<file path="config.mk">
export PLATFORM = sky130hd
export DESIGN_NAME = mem_access
export DESIGN_NICKNAME = d
export VERILOG_FILES = /design/src/rtl/mem_access_pkg.sv /design/src/rtl/mem_access_load_extend.sv /design/src/rtl/mem_access.sv
export SDC_FILE = /design/constraint.sdc
export NUM_CORES = 1
export LEC_CHECK = 0
export CAP_MARGIN = 0
export CORE_MARGIN = 1
export CORE_UTILIZATION = 40
export CTS_BUF_LIST = sky130_fd_sc_hd__clkbuf_4 sky130_fd_sc_hd__clkbuf_8 sky130_fd_sc_hd__clkbuf_16
export CTS_CLUSTER_DIAMETER = 30
export DETAILED_ROUTE_END_ITERATION = 6
export PLACE_DENSITY = 0.87
export SLEW_MARGIN = 20
export SYNTH_ARGS = -nofsm -noshare
export SYNTH_HDL_FRONTEND = slang
export SYNTH_HIERARCHICAL = 1
export SYNTH_SLANG_ARGS = --single-unit
export TNS_END_PERCENT = 100
</file>
<file path="constraint.sdc">
create_clock -name clk -period 2.2 [get_ports clk]
set_clock_uncertainty 0.2 [all_clocks]
set_input_delay 0.55 -clock clk [delete_from_list [all_inputs] [get_ports clk]]
set_output_delay 0.55 -clock clk [all_outputs]
set_load 0.02 [all_outputs]
</file>
<file path="src/rtl/mem_access_pkg.sv">
// Shared constants, state encoding and lane helpers for the MEM stage.
package mem_access_pkg;

    localparam int RegBus = 32;
    localparam int RegAddrBus = 5;
    localparam logic [RegBus-1:0] ZeroWord = 32'h0;

    localparam logic [7:0] EXE_LB_OP  = 8'b1110_0000;
    localparam logic [7:0] EXE_LH_OP  = 8'b1110_0001;
    localparam logic [7:0] EXE_LW_OP  = 8'b1110_0011;
    localparam logic [7:0] EXE_LBU_OP = 8'b1110_0100;
    localparam logic [7:0] EXE_LHU_OP = 8'b1110_0101;
    localparam logic [7:0] EXE_SB_OP  = 8'b1110_1000;
    localparam logic [7:0] EXE_SH_OP  = 8'b1110_1001;
    localparam logic [7:0] EXE_SW_OP  = 8'b1110_1011;

    localparam logic [7:0] TimeoutLimit = 8'd255;

    typedef enum logic [1:0] {
        IDLE          = 2'd0,
        BUS           = 2'd1,
        TIMEOUT_ABORT = 2'd2
    } state_t;

    typedef struct packed {
        logic [RegAddrBus-1:0] wd;
        logic                  wreg;
        logic [RegBus-1:0]     wdata;
    } wb_t;

    typedef struct packed {
        logic              req;
        logic              we;
        logic [RegBus-1:0] addr;
        logic [RegBus-1:0] wdata;
        logic [3:0]        sel;
    } bus_t;

    function automatic logic is_load(input logic [7:0] op);
        return op inside {EXE_LB_OP, EXE_LBU_OP, EXE_LH_OP,
                          EXE_LHU_OP, EXE_LW_OP};
    endfunction

    function automatic logic is_store(input logic [7:0] op);
        return op inside {EXE_SB_OP, EXE_SH_OP, EXE_SW_OP};
    endfunction

    function automatic logic misaligned(input logic [7:0] op,
                                        input logic [1:0] a);
        case (op)
            EXE_LH_OP, EXE_LHU_OP, EXE_SH_OP: return a[0];
            EXE_LW_OP, EXE_SW_OP:             return a != 2'b00;
            default:                          return 1'b0;
        endcase
    endfunction

    // Big-endian lanes: sel[3] is the byte at offset 0.
    function automatic logic [3:0] sel_for(input logic [7:0] op,
                                           input logic [1:0] a);
        case (op)
            EXE_LB_OP, EXE_LBU_OP, EXE_SB_OP: return 4'b1000 >> a;
            EXE_LH_OP, EXE_LHU_OP, EXE_SH_OP: return a[1] ? 4'b0011 : 4'b1100;
            default:                          return 4'b1111;
        endcase
    endfunction

    function automatic logic [RegBus-1:0] wdata_for(input logic [7:0] op,
                                                    input logic [RegBus-1:0] d);
        case (op)
            EXE_SB_OP: return {4{d[7:0]}};
            EXE_SH_OP: return {2{d[15:0]}};
            EXE_SW_OP: return d;
            default:   return ZeroWord;
        endcase
    endfunction

endpackage

</file>
<file path="src/rtl/mem_access_load_extend.sv">
// Picks the addressed byte/half out of a big-endian read word and
// sign- or zero-extends it to 32 bits.
module load_extend
    import mem_access_pkg::*;
(
    input  logic [7:0]        op,
    input  logic [1:0]        addr,
    input  logic [RegBus-1:0] rdata,
    output logic [RegBus-1:0] value
);

    logic [7:0]  b;
    logic [15:0] h;

    always_comb begin
        case (addr)
            2'd0:    b = rdata[31:24];
            2'd1:    b = rdata[23:16];
            2'd2:    b = rdata[15:8];
            default: b = rdata[7:0];
        endcase
        h = addr[1] ? rdata[15:0] : rdata[31:16];
        case (op)
            EXE_LB_OP:  value = {{24{b[7]}}, b};
            EXE_LBU_OP: value = {24'h0, b};
            EXE_LH_OP:  value = {{16{h[15]}}, h};
            EXE_LHU_OP: value = {16'h0, h};
            EXE_LW_OP:  value = rdata;
            default:    value = ZeroWord;
        endcase
    end

endmodule

</file>
<file path="src/rtl/mem_access.sv">
// MEM stage: issues one data-bus transaction per load/store, stalls the
// pipeline until ack, and aborts with bus_err after a fixed wait limit.
module mem_access
    import mem_access_pkg::*;
(
    input  logic                  clk,
    input  logic                  rst,
    input  logic [RegAddrBus-1:0] mem_wd,
    input  logic                  mem_wreg,
    input  logic [RegBus-1:0]     mem_wdata,
    input  logic [7:0]            mem_aluop,
    input  logic [RegBus-1:0]     mem_addr,
    input  logic [RegBus-1:0]     mem_reg2,
    output logic [RegAddrBus-1:0] wb_wd,
    output logic                  wb_wreg,
    output logic [RegBus-1:0]     wb_wdata,
    output logic                  d_req,
    output logic                  d_we,
    output logic [RegBus-1:0]     d_addr,
    output logic [RegBus-1:0]     d_wdata,
    output logic [3:0]            d_sel,
    input  logic                  d_ack,
    input  logic [RegBus-1:0]     d_rdata,
    output logic                  stallreq,
    input  logic                  flush,
    output logic                  exc_adel,
    output logic                  exc_ades,
    output logic                  bus_err
);

    state_t                state;
    logic [7:0]            cnt;
    logic                  kill;
    logic [7:0]            op_q;
    logic [1:0]            lane_q;
    logic [RegAddrBus-1:0] wd_q;
    logic                  wreg_q;
    wb_t                   wb;
    bus_t                  bus;
    logic [RegBus-1:0]     ld_value;
    logic                  is_mem;
    logic                  bad;

    load_extend u_ext (
        .op    (op_q),
        .addr  (lane_q),
        .rdata (d_rdata),
        .value (ld_value)
    );

    assign is_mem = is_load(mem_aluop) | is_store(mem_aluop);
    assign bad    = is_mem & misaligned(mem_aluop, mem_addr[1:0]);

    // Gated by rst so the stall reads low throughout reset.
    assign stallreq = rst &
        ((state == IDLE && is_mem && !flush && !bad) ||
         (state == BUS && !d_ack));

    assign wb_wd    = wb.wd;
    assign wb_wreg  = wb.wreg;
    assign wb_wdata = wb.wdata;
    assign d_req    = bus.req;
    assign d_we     = bus.we;
    assign d_addr   = bus.addr;
    assign d_wdata  = bus.wdata;
    assign d_sel    = bus.sel;

    always_ff @(posedge clk or negedge rst) begin
        if (!rst) begin
            state    <= IDLE;
            cnt      <= 8'd0;
            kill     <= 1'b0;
            op_q     <= 8'd0;
            lane_q   <= 2'd0;
            wd_q     <= '0;
            wreg_q   <= 1'b0;
            wb       <= '0;
            bus      <= '0;
            exc_adel <= 1'b0;
            exc_ades <= 1'b0;
            bus_err  <= 1'b0;
        end else begin
            exc_adel <= 1'b0;
            exc_ades <= 1'b0;
            bus_err  <= 1'b0;
            case (state)
                IDLE: begin
                    if (flush) begin
                        wb <= '0;
                    end else if (!is_mem) begin
                        wb <= '{wd: mem_wd, wreg: mem_wreg, wdata: mem_wdata};
                    end else if (bad) begin
                        wb       <= '0;
                        exc_adel <= is_load(mem_aluop);
                        exc_ades <= is_store(mem_aluop);
                    end else begin
                        wb        <= '0;
                        bus.req   <= 1'b1;
                        bus.we    <= is_store(mem_aluop);
                        bus.addr  <= {mem_addr[31:2], 2'b00};
                        bus.wdata <= wdata_for(mem_aluop, mem_reg2);
                        bus.sel   <= sel_for(mem_aluop, mem_addr[1:0]);
                        op_q      <= mem_aluop;
                        lane_q    <= mem_addr[1:0];
                        wd_q      <= mem_wd;
                        wreg_q    <= mem_wreg;
                        cnt       <= 8'd0;
                        kill      <= 1'b0;
                        state     <= BUS;
                    end
                end
                BUS: begin
                    if (flush) kill <= 1'b1;
                    if (d_ack) begin
                        bus   <= '0;
                        kill  <= 1'b0;
                        state <= IDLE;
                        if (kill || flush || is_store(op_q))
                            wb <= '0;
                        else
                            wb <= '{wd: wd_q, wreg: wreg_q, wdata: ld_value};
                    end else if (cnt == TimeoutLimit) begin
                        bus     <= '0;
                        wb      <= '0;
                        bus_err <= 1'b1;
                        state   <= TIMEOUT_ABORT;
                    end else begin
                        wb  <= '0;
                        cnt <= cnt + 8'd1;
                    end
                end
                TIMEOUT_ABORT: begin
                    wb    <= '0;
                    kill  <= 1'b0;
                    state <= IDLE;
                end
                default: state <= IDLE;
            endcase
        end
    end

endmodule

</file>
==> results of run 1 <==
-- cells by family after synthesis --
logic type / Yosys count
mux: 36
buf+inv: 68
compound gates: 265
simple gates: 171
fa+ha+maj: 4
other cells: 1
flops: 136
-- report_power, final --
group	switching (W)	total, W	internal [W]
Combinational	0.00163	0.00330	0.00167
Clock	0.00134	0.00287	0.00153
Sequential	0.000340	0.00331	0.00297
Total	0.00331	0.00948	0.00617
-- worst max path at each step --
stage	end	start	cells past startpoint
detailed placement	stallreq	mem_aluop[5]	6
finish	stallreq	state[0]	7
CTS	stallreq	state[0]	7
floorplan	stallreq	mem_aluop[4]	6
global route	stallreq	state[1]	7
global placement	stallreq	mem_aluop[7]	6
-- per-layer routing --
metal  GRT usage  part of all wire  wire (microns)  vias up
met5           0                 0               0        -
met4       0.109             0.038             972        0
met3      0.0664             0.087            2220       69
met2       0.424              0.48           12300      409
met1       0.324              0.39            9940     3473
li1            -                 -               -     3193
-- layout make-up --
type	instances	share of cell area
clock buffer	17	0.0368
clock inverter	15	0.0154
inverter	10	0.00325
multi-input combinational	478	0.309
sequential	136	0.294
tap	225	0.0243
timing repair buffer	352	0.317
-- flip-flops by register name, indices dropped and copies added, names as in the netlist --
name	flops
cnt	8
wb_wreg	1
wb_wdata	32
kill	1
d_addr	30
wreg_q	1
d_we	1
wb_wd	5
op_q	8
exc_adel	1
exc_ades	1
state	2
lane_q	2
d_sel	4
d_req	1
bus_err	1
wd_q	5
d_wdata	32
-- critical path, delay by kind of cell, from the launching register on --
kind                       cells  cell delay (ns)
AOI/OAI and AO/OA              1             0.14
DFF                            1             0.39
and+or+nand+nor                3             0.58
adders and majority gates      1             0.13
buffers and inverters          2             0.21
-- what timing repair did --
item / CTS / global route
endpoints found under the setup margin: 91 / 115
pin swaps: 11 / 21
gates resized for setup: 33 / 74
setup buffers: 5 / 6
cloned: 1 / 13
hold buffers: 1 / 0
hold endpoints to repair: 6 / 0
-- cell usage in the layout (no fill, tap or decap), types with 8 or more instances in the layout --
cell / synthesis / final
clkdlybuf4s50_1: 0 / 219
dfrtp_1: 136 / 134
buf_4: 4 / 66
nand2_1: 58 / 57
a21o_1: 52 / 52
a22oi_1: 54 / 49
o21ai_1: 20 / 34
nor3b_1: 30 / 30
a21oi_1: 29 / 28
clkbuf_16: 0 / 25
mux2i_1: 25 / 24
dlymetal6s2s_1: 0 / 23
o2bb2ai_1: 24 / 21
nor2_1: 23 / 20
o21ai_0: 29 / 14
buf_6: 2 / 12
nor2b_1: 12 / 11
dlygate4sd2_1: 0 / 11
buf_12: 0 / 11
a22o_1: 10 / 10
a211oi_1: 13 / 10
nand4_1: 8 / 8
mux2_1: 8 / 8
-- metrics by stage --
step	utilization	total power [W]	setup slack [ns]	hold slack (ns)
CTS	0.639	0.00934	-0.373	0.281
finish	0.671	0.00948	-0.410	0.275
global placement	0.597	0.00625	-0.995	0.258
global route	0.671	0.00989	-0.469	0.297
floorplan	-	0.00477	-0.162	0.0544
detailed placement	0.597	0.00634	-1.01	0.265
==> metrics.md, run 1 <==
| Metric | Value |
|---|---|
| End of the worst register-to-register path | `cnt[4]` |
| CTS Root Cell | `clkbuf_16` |
| Max Transition Viols Final | `0` |
| Number of fillers in the final layout | `1312` |
| Vertical die dimension | `135 microns` |
| Final std cells w/o fill | `1233` |
| Average wire length per cell after detail routing | `20.6 microns` |
| Synthesized-area fraction occupied by adder cells | `0.00711` |
| Worst Path Max Fanout | `2` |
| Number of DRC violations after detailed-routing iteration 0 | `513` |
| Largest area contributor in the netlist | `dfrtp_1` |
| Final critical-path required period | `around 2.6 ns` |
| First-pass GRT wire length | `36300 microns` |
| Fraction of the yosys area taken by sequential cells | `0.483` |
| DRT Pass-1 Iters | `5` |
| Max stage delay on crit path | `0.39 ns` |
| Nature of the critical path endpoint | `output port` |
| IO Pins | `258` |
| Total number of vias | `a little over 7000` |
| Combined global-route utilization of all metal layers | `0.259` |
| Count of flip-flops with a built-in enable after synthesis | `0` |
| Post-synthesis xor/xnor area fraction | `0` |
| Detailed-route wire length | `25400 microns` |
| Fraction of the cycle the final worst path needs | `1.19` |
| Total setup violations reported at the end of the flow | `84` |
| Violations in the final reports | `setup timing` |
| Hold path depth | `1` |
| Number of cells traversed by the worst register-to-register path | `11` |
| Hold path startpoint | `d_addr[25]` |
| Mux share of post-synthesis cell area | `0.0531` |
| Total clock buffers created by CTS | `17` |
| Remaining routing DRC violations | `0` |
| Worst path cell trace | `inv_2 > ha_4 > nor2b_4 > nand3_2 > or2_4 > a21boi_4 > buf_6` |
| Cell with the most instances after synthesis | `dfrtp_1` |
| Worst-case clock buffer depth | `2` |
| Total die area | `between 15000 and 20000 sq um` |
| Setup Total Neg Slack | `-9.44 ns` |
| Layout-stage area growth over the synthesis result | `64.3%` |
| Clock insertion delay at the later pin of the skew report | `0.42 ns` |
| Overflow left after global routing | `0` |
| Final layout net count | `1145` |
| Total of flip-flops plus latches after synthesis | `136` |
| Setup slack of the most critical reg-to-reg path | `-0.17 ns` |
| Pin count of the biggest net entering global routing | `78` |
| Count of endpoints failing hold in the final timing report | `0` |
| Number of cells after detailed placement | `1176` |
| Initial antenna violation count | `0` |
| CTS tree | `built` |
| Floorplan die width | `135 microns` |
| Detailed-route vias per instance | `5.79` |
| Leakage Power | `5.50 nW` |
| Highest Clock Rate | `383 MHz` |
| Mapped Cells | `roughly 680` |
| Launching point of the worst reg2reg path | `state[0]` |
| Syn Area/Cell | `10.3 sq um` |
| Slowest cell on the critical path | `dfrtp_1` |
| Endpoint arrival time on the critical path | `1.86 ns` |
| Post-route cell area | `11600 sq um` |
| Power per unit of standard cell area | `820 nW/um^2` |
| Placed inst area | `10300 sq um` |
| Required time of the worst setup path | `1.45 ns` |
| CTS clk-pin slew, worst paths | `about 0.07 ns` |
| Distinct cell type count after synthesis | `62` |
| Worst slew margin relative to its limit | `0.421` |
| Classification of the worst-slack hold path | `reg -> reg` |
| Max-capacitance violation count | `0` |
| Simple-gate portion of the synthesized area | `0.140` |
| Total number of H-tree levels | `4` |
| End of the worst hold path | `d_addr[25]` |
| Post-Syn Area | `roughly 7000 sq um` |
| Kind of start point of the critical path | `flop` |
| Share of post-route cells with drive strength above 1 | `0.190` |
| Status | `finished, violations left` |
| Fraction of registers with async set/reset | `1.00` |
| Leading cell types by total area after synthesis | `dfrtp_1, a22oi_1, a21o_1` |
| Final weighted congestion in routability-driven placement | `about 0.91` |
| Leading register cell type out of synthesis | `dfrtp_1` |
| Area of the core region | `17200 sq um` |
| Top post-synthesis cells by count | `dfrtp_1, nand2_1, a22oi_1` |
| Dominant combinational cell family by area after synthesis | `compound AO/OA/AOI/OAI gates` |
| Half-perimeter wire length after detailed placement | `16300 microns` |
| Standard-cell row count | `48` |
| Tightest Pin Transition | `0.868 ns` |
| # port buffers | `between 200 and 300` |
| Initial Util | `0.408` |
| VDD IR max | `between 600 and 700 uV` |
| Sequential cell area | `3410 sq um` |
| Slack of the critical path | `-0.410 ns` |
| Via count of the first global-routing pass | `6809` |
| Synth warnings | `6` |
| Compound-gate portion of the synthesized area | `0.271` |
| Share of the synthesized area in the top cell type | `0.483` |
| RSZ-0062 raised after global routing | `yes` |
| Clock Sink Count | `roughly 140` |
| Diodes inserted | `0` |
| Remaining number of nets flagged by the antenna check after routing | `0` |
| Multi-input gate area in the final layout | `3570 sq um` |
| Crit path kind | `reg -> out` |
Note: power is estimated with default switching activity, not from simulation.
==> inputs of run 2 (changes only) <==
Settings changed: CORE_UTILIZATION 40 to 41, PLACE_DENSITY 0.87 to 0.89.
==> run 2 against run 1 <==
The flow still finishes with violations (setup timing). Sequential power is essentially flat. Global-route usage grew 0.61 points. Design area is essentially flat. Sequential share of layout area is essentially flat. First-iteration DRC count grew 34%. Core utilization grew 2.2 points. Clock-buffer cell count grew 1. Highest routed layer unchanged.
==> metrics.md, run 2 (synthesis results as in run 1) <==
| Metric | Value |
|---|---|
| Number of DRC violations after detailed-routing iteration 0 | `689 (+34%)` |
| Hold-fix buffer count after cts | `0 (-1)` |
| Initial Util | `0.421 (+0.0131)` |
| Classification of the worst-slack hold path | `in -> async` |
| Count of endpoints failing hold in the final timing report | `0 (unchanged)` |
| Diodes inserted | `0 (unchanged)` |
| VDD IR max | `576 uV (-4.8%)` |
| Slack of the critical path | `-0.429 ns (-0.0195 ns)` |
| Vertical die dimension | `133 microns (-1.2%)` |
| Crit path kind | `in -> out` |
| Power per unit of standard cell area | `860 nW/um^2 (+4.9%)` |
| Commonest non-fill, non-tap cells in the layout | `clkdlybuf4s50_1, dfrtp_1, buf_4, nand2_1, a21o_1` |
| Clock Sink Count | `136 (unchanged)` |
| Total die area | `17700 sq um (-2.4%)` |
| Nature of the critical path endpoint | `output port` |
| Layout-stage area growth over the synthesis result | `64.4% (about the same)` |
| Number of cells traversed by the worst register-to-register path | `11 (unchanged)` |
| Tightest Pin Transition | `0.750 ns (-0.118 ns)` |
| CTS clk-pin slew, worst paths | `0.06 ns (about the same)` |
| Final layout net count | `1155 (+0.87%)` |
| Clock insertion delay at the later pin of the skew report | `0.41 ns (about the same)` |
| End of the worst register-to-register path | `cnt[6]` |
| IO Pins | `258 (unchanged)` |
| Highest Clock Rate | `380 MHz (-0.74%)` |
| Total setup violations reported at the end of the flow | `82 (-2.4%)` |
| Floorplan die width | `133 microns (-1.2%)` |
| Status | `finished, violations left` |
| Standard-cell row count | `47 (-2.1%)` |
| Pin count of the biggest net entering global routing | `137 (+76%)` |
| Sum of internal, switching and leakage power | `0.00995 W (+5.0%)` |
| Overflow left after global routing | `0 (unchanged)` |
| Total clock buffers created by CTS | `17 (unchanged)` |
| Via count of the first global-routing pass | `6835 (+0.38%)` |
| Area of the core region | `16700 sq um (-3.1%)` |
| Slowest cell on the critical path | `clkdlybuf4s50_1` |
| Violations in the final reports | `setup timing` |
| Kind of start point of the critical path | `input pin` |
| Share of post-route cells with drive strength above 1 | `0.207 (+0.0168)` |
| Worst-case clock buffer depth | `2 (unchanged)` |
| End-of-flow core utilization | `0.693 (+0.0220)` |
| Remaining routing DRC violations | `0 (unchanged)` |
| Leakage Power | `5.29 nW (-3.9%)` |
| Worst path cell trace | `clkdlybuf4s50_1 > o21ai_2 > nand3_2 > or2_4 > a21boi_4 > buf_6` |
| Endpoint arrival time on the critical path | `1.88 ns (+0.02 ns)` |
| Worst slew margin relative to its limit | `0.500 (+0.0789)` |
| Combined global-route utilization of all metal layers | `0.265 (+0.00611)` |
| # port buffers | `255 (unchanged)` |
| Worst hold margin | `0.0760 ns (-0.199 ns)` |
| First-pass GRT wire length | `36600 microns (+0.99%)` |
| Detailed-route vias per instance | `5.90 (+1.9%)` |
| Max stage delay on crit path | `0.51 ns (+0.12 ns)` |
| Final weighted congestion in routability-driven placement | `0.919 (+1.3%)` |
| Total number of vias | `7309 (+2.3%)` |
| Fraction of the cycle the final worst path needs | `1.20 (+0.00888)` |
| Initial antenna violation count | `0 (unchanged)` |
| Detailed-route wire length | `26500 microns (+4.2%)` |
| Required time of the worst setup path | `1.45 ns (about the same)` |
| CTS Root Cell | `clkbuf_16` |
| Most common library cell in the layout ignoring fill and taps | `clkdlybuf4s50_1` |
| Final critical-path required period | `2.63 ns (+0.0195 ns)` |
| Total number of H-tree levels | `4 (unchanged)` |
| CTS tree | `built` |
| Setup slack of the most critical reg-to-reg path | `-0.32 ns (-0.15 ns)` |
| Half-perimeter wire length after detailed placement | `16400 microns (+0.58%)` |
| Post-route cell area | `11600 sq um (about the same)` |
| Remaining number of nets flagged by the antenna check after routing | `0 (unchanged)` |
| DRT Pass-1 Iters | `7 (+2)` |
| Worst Path Max Fanout | `2 (unchanged)` |
| Setup Total Neg Slack | `-17.92 ns (-8.48 ns)` |
| Placed inst area | `10400 sq um (+0.64%)` |
| Max Transition Viols Final | `0 (unchanged)` |
| RSZ-0062 raised after global routing | `yes` |
| Launching point of the worst reg2reg path | `state[0]` |
| Average wire length per cell after detail routing | `21.4 microns (+3.7%)` |
| Max-capacitance violation count | `0 (unchanged)` |
-- run 2: changes by cell type in the layout (fill, tap and decap cells not counted), moves of 7 or more --
cell             previous run  this run
clkdlybuf4s50_1           219       236
dlymetal6s2s_1             23         2
buf_4                      66        73
buf_6                      12        19
-- run 2: cell type report --
cell class	count	area (sq um)
sequential	136	3410
inverter	10	37.5
clock buffer	18	439
timing repair buffer	361	3610
fill	1183	5130
multi-input combinational	479	3590
tap	220	275
clock inverter	14	214
-- run 2: routing by layer --
| layer | GRT usage | part of all wire | up-vias |
|---|---|---|---|
| li1 | - | - | 3211 |
| met1 | 0.340 | 0.38 | 3547 |
| met2 | 0.432 | 0.48 | 469 |
| met3 | 0.0724 | 0.094 | 82 |
| met4 | 0.0894 | 0.043 | 0 |
| met5 | 0 | 0 | - |
-- run 2: power by group --
part	total, W	switching [W]	internal, W	leakage (nW)
Sequential	0.00332	0.000354	0.00297	1.79
Combinational	0.00347	0.00172	0.00176	3.18
Clock	0.00316	0.00120	0.00196	0.314
-- run 2: worst max-delay path by stage --
stage | slack [ns] | start | to
after global routing | -0.51 | state[0] | stallreq
after floorplan | -0.16 | mem_aluop[4] | stallreq
final | -0.43 | mem_aluop[2] | stallreq
after global placement | -0.54 | mem_aluop[7] | stallreq
after CTS | -0.37 | state[1] | stallreq
after detailed placement | -0.62 | mem_aluop[7] | d_wdata[1]
-- run 2: timing repair --
item	in CTS	in global routing
cloned	0	12
buffers inserted	7	9
pin swaps	9	19
gates resized for setup	34	63
setup endpoints to repair	44	97
-- run 2: critical path, delay by kind of cell --
| family | cells | cell delay [ns] |
|---|---|---|
| buffers and inverters | 2 | 0.65 |
| AO/OA/AOI/OAI | 2 | 0.27 |
| AND/OR/NAND/NOR | 2 | 0.41 |
-- run 2: stage by stage --
step / setup WS, ns / cells
final: -0.429 / 1238
after global routing: -0.511 / 1238
after CTS: -0.374 / 1220
after detailed placement: -0.618 / 1181
after global placement: -0.541 / 1181
after floorplan: -0.162 / 682
==> inputs of run 3 (changes only) <==
Settings changed: CAP_MARGIN 0 to 25.
==> results of run 3 <==
Same layout as run 2: the final DEF is identical, and so are final timing and power.
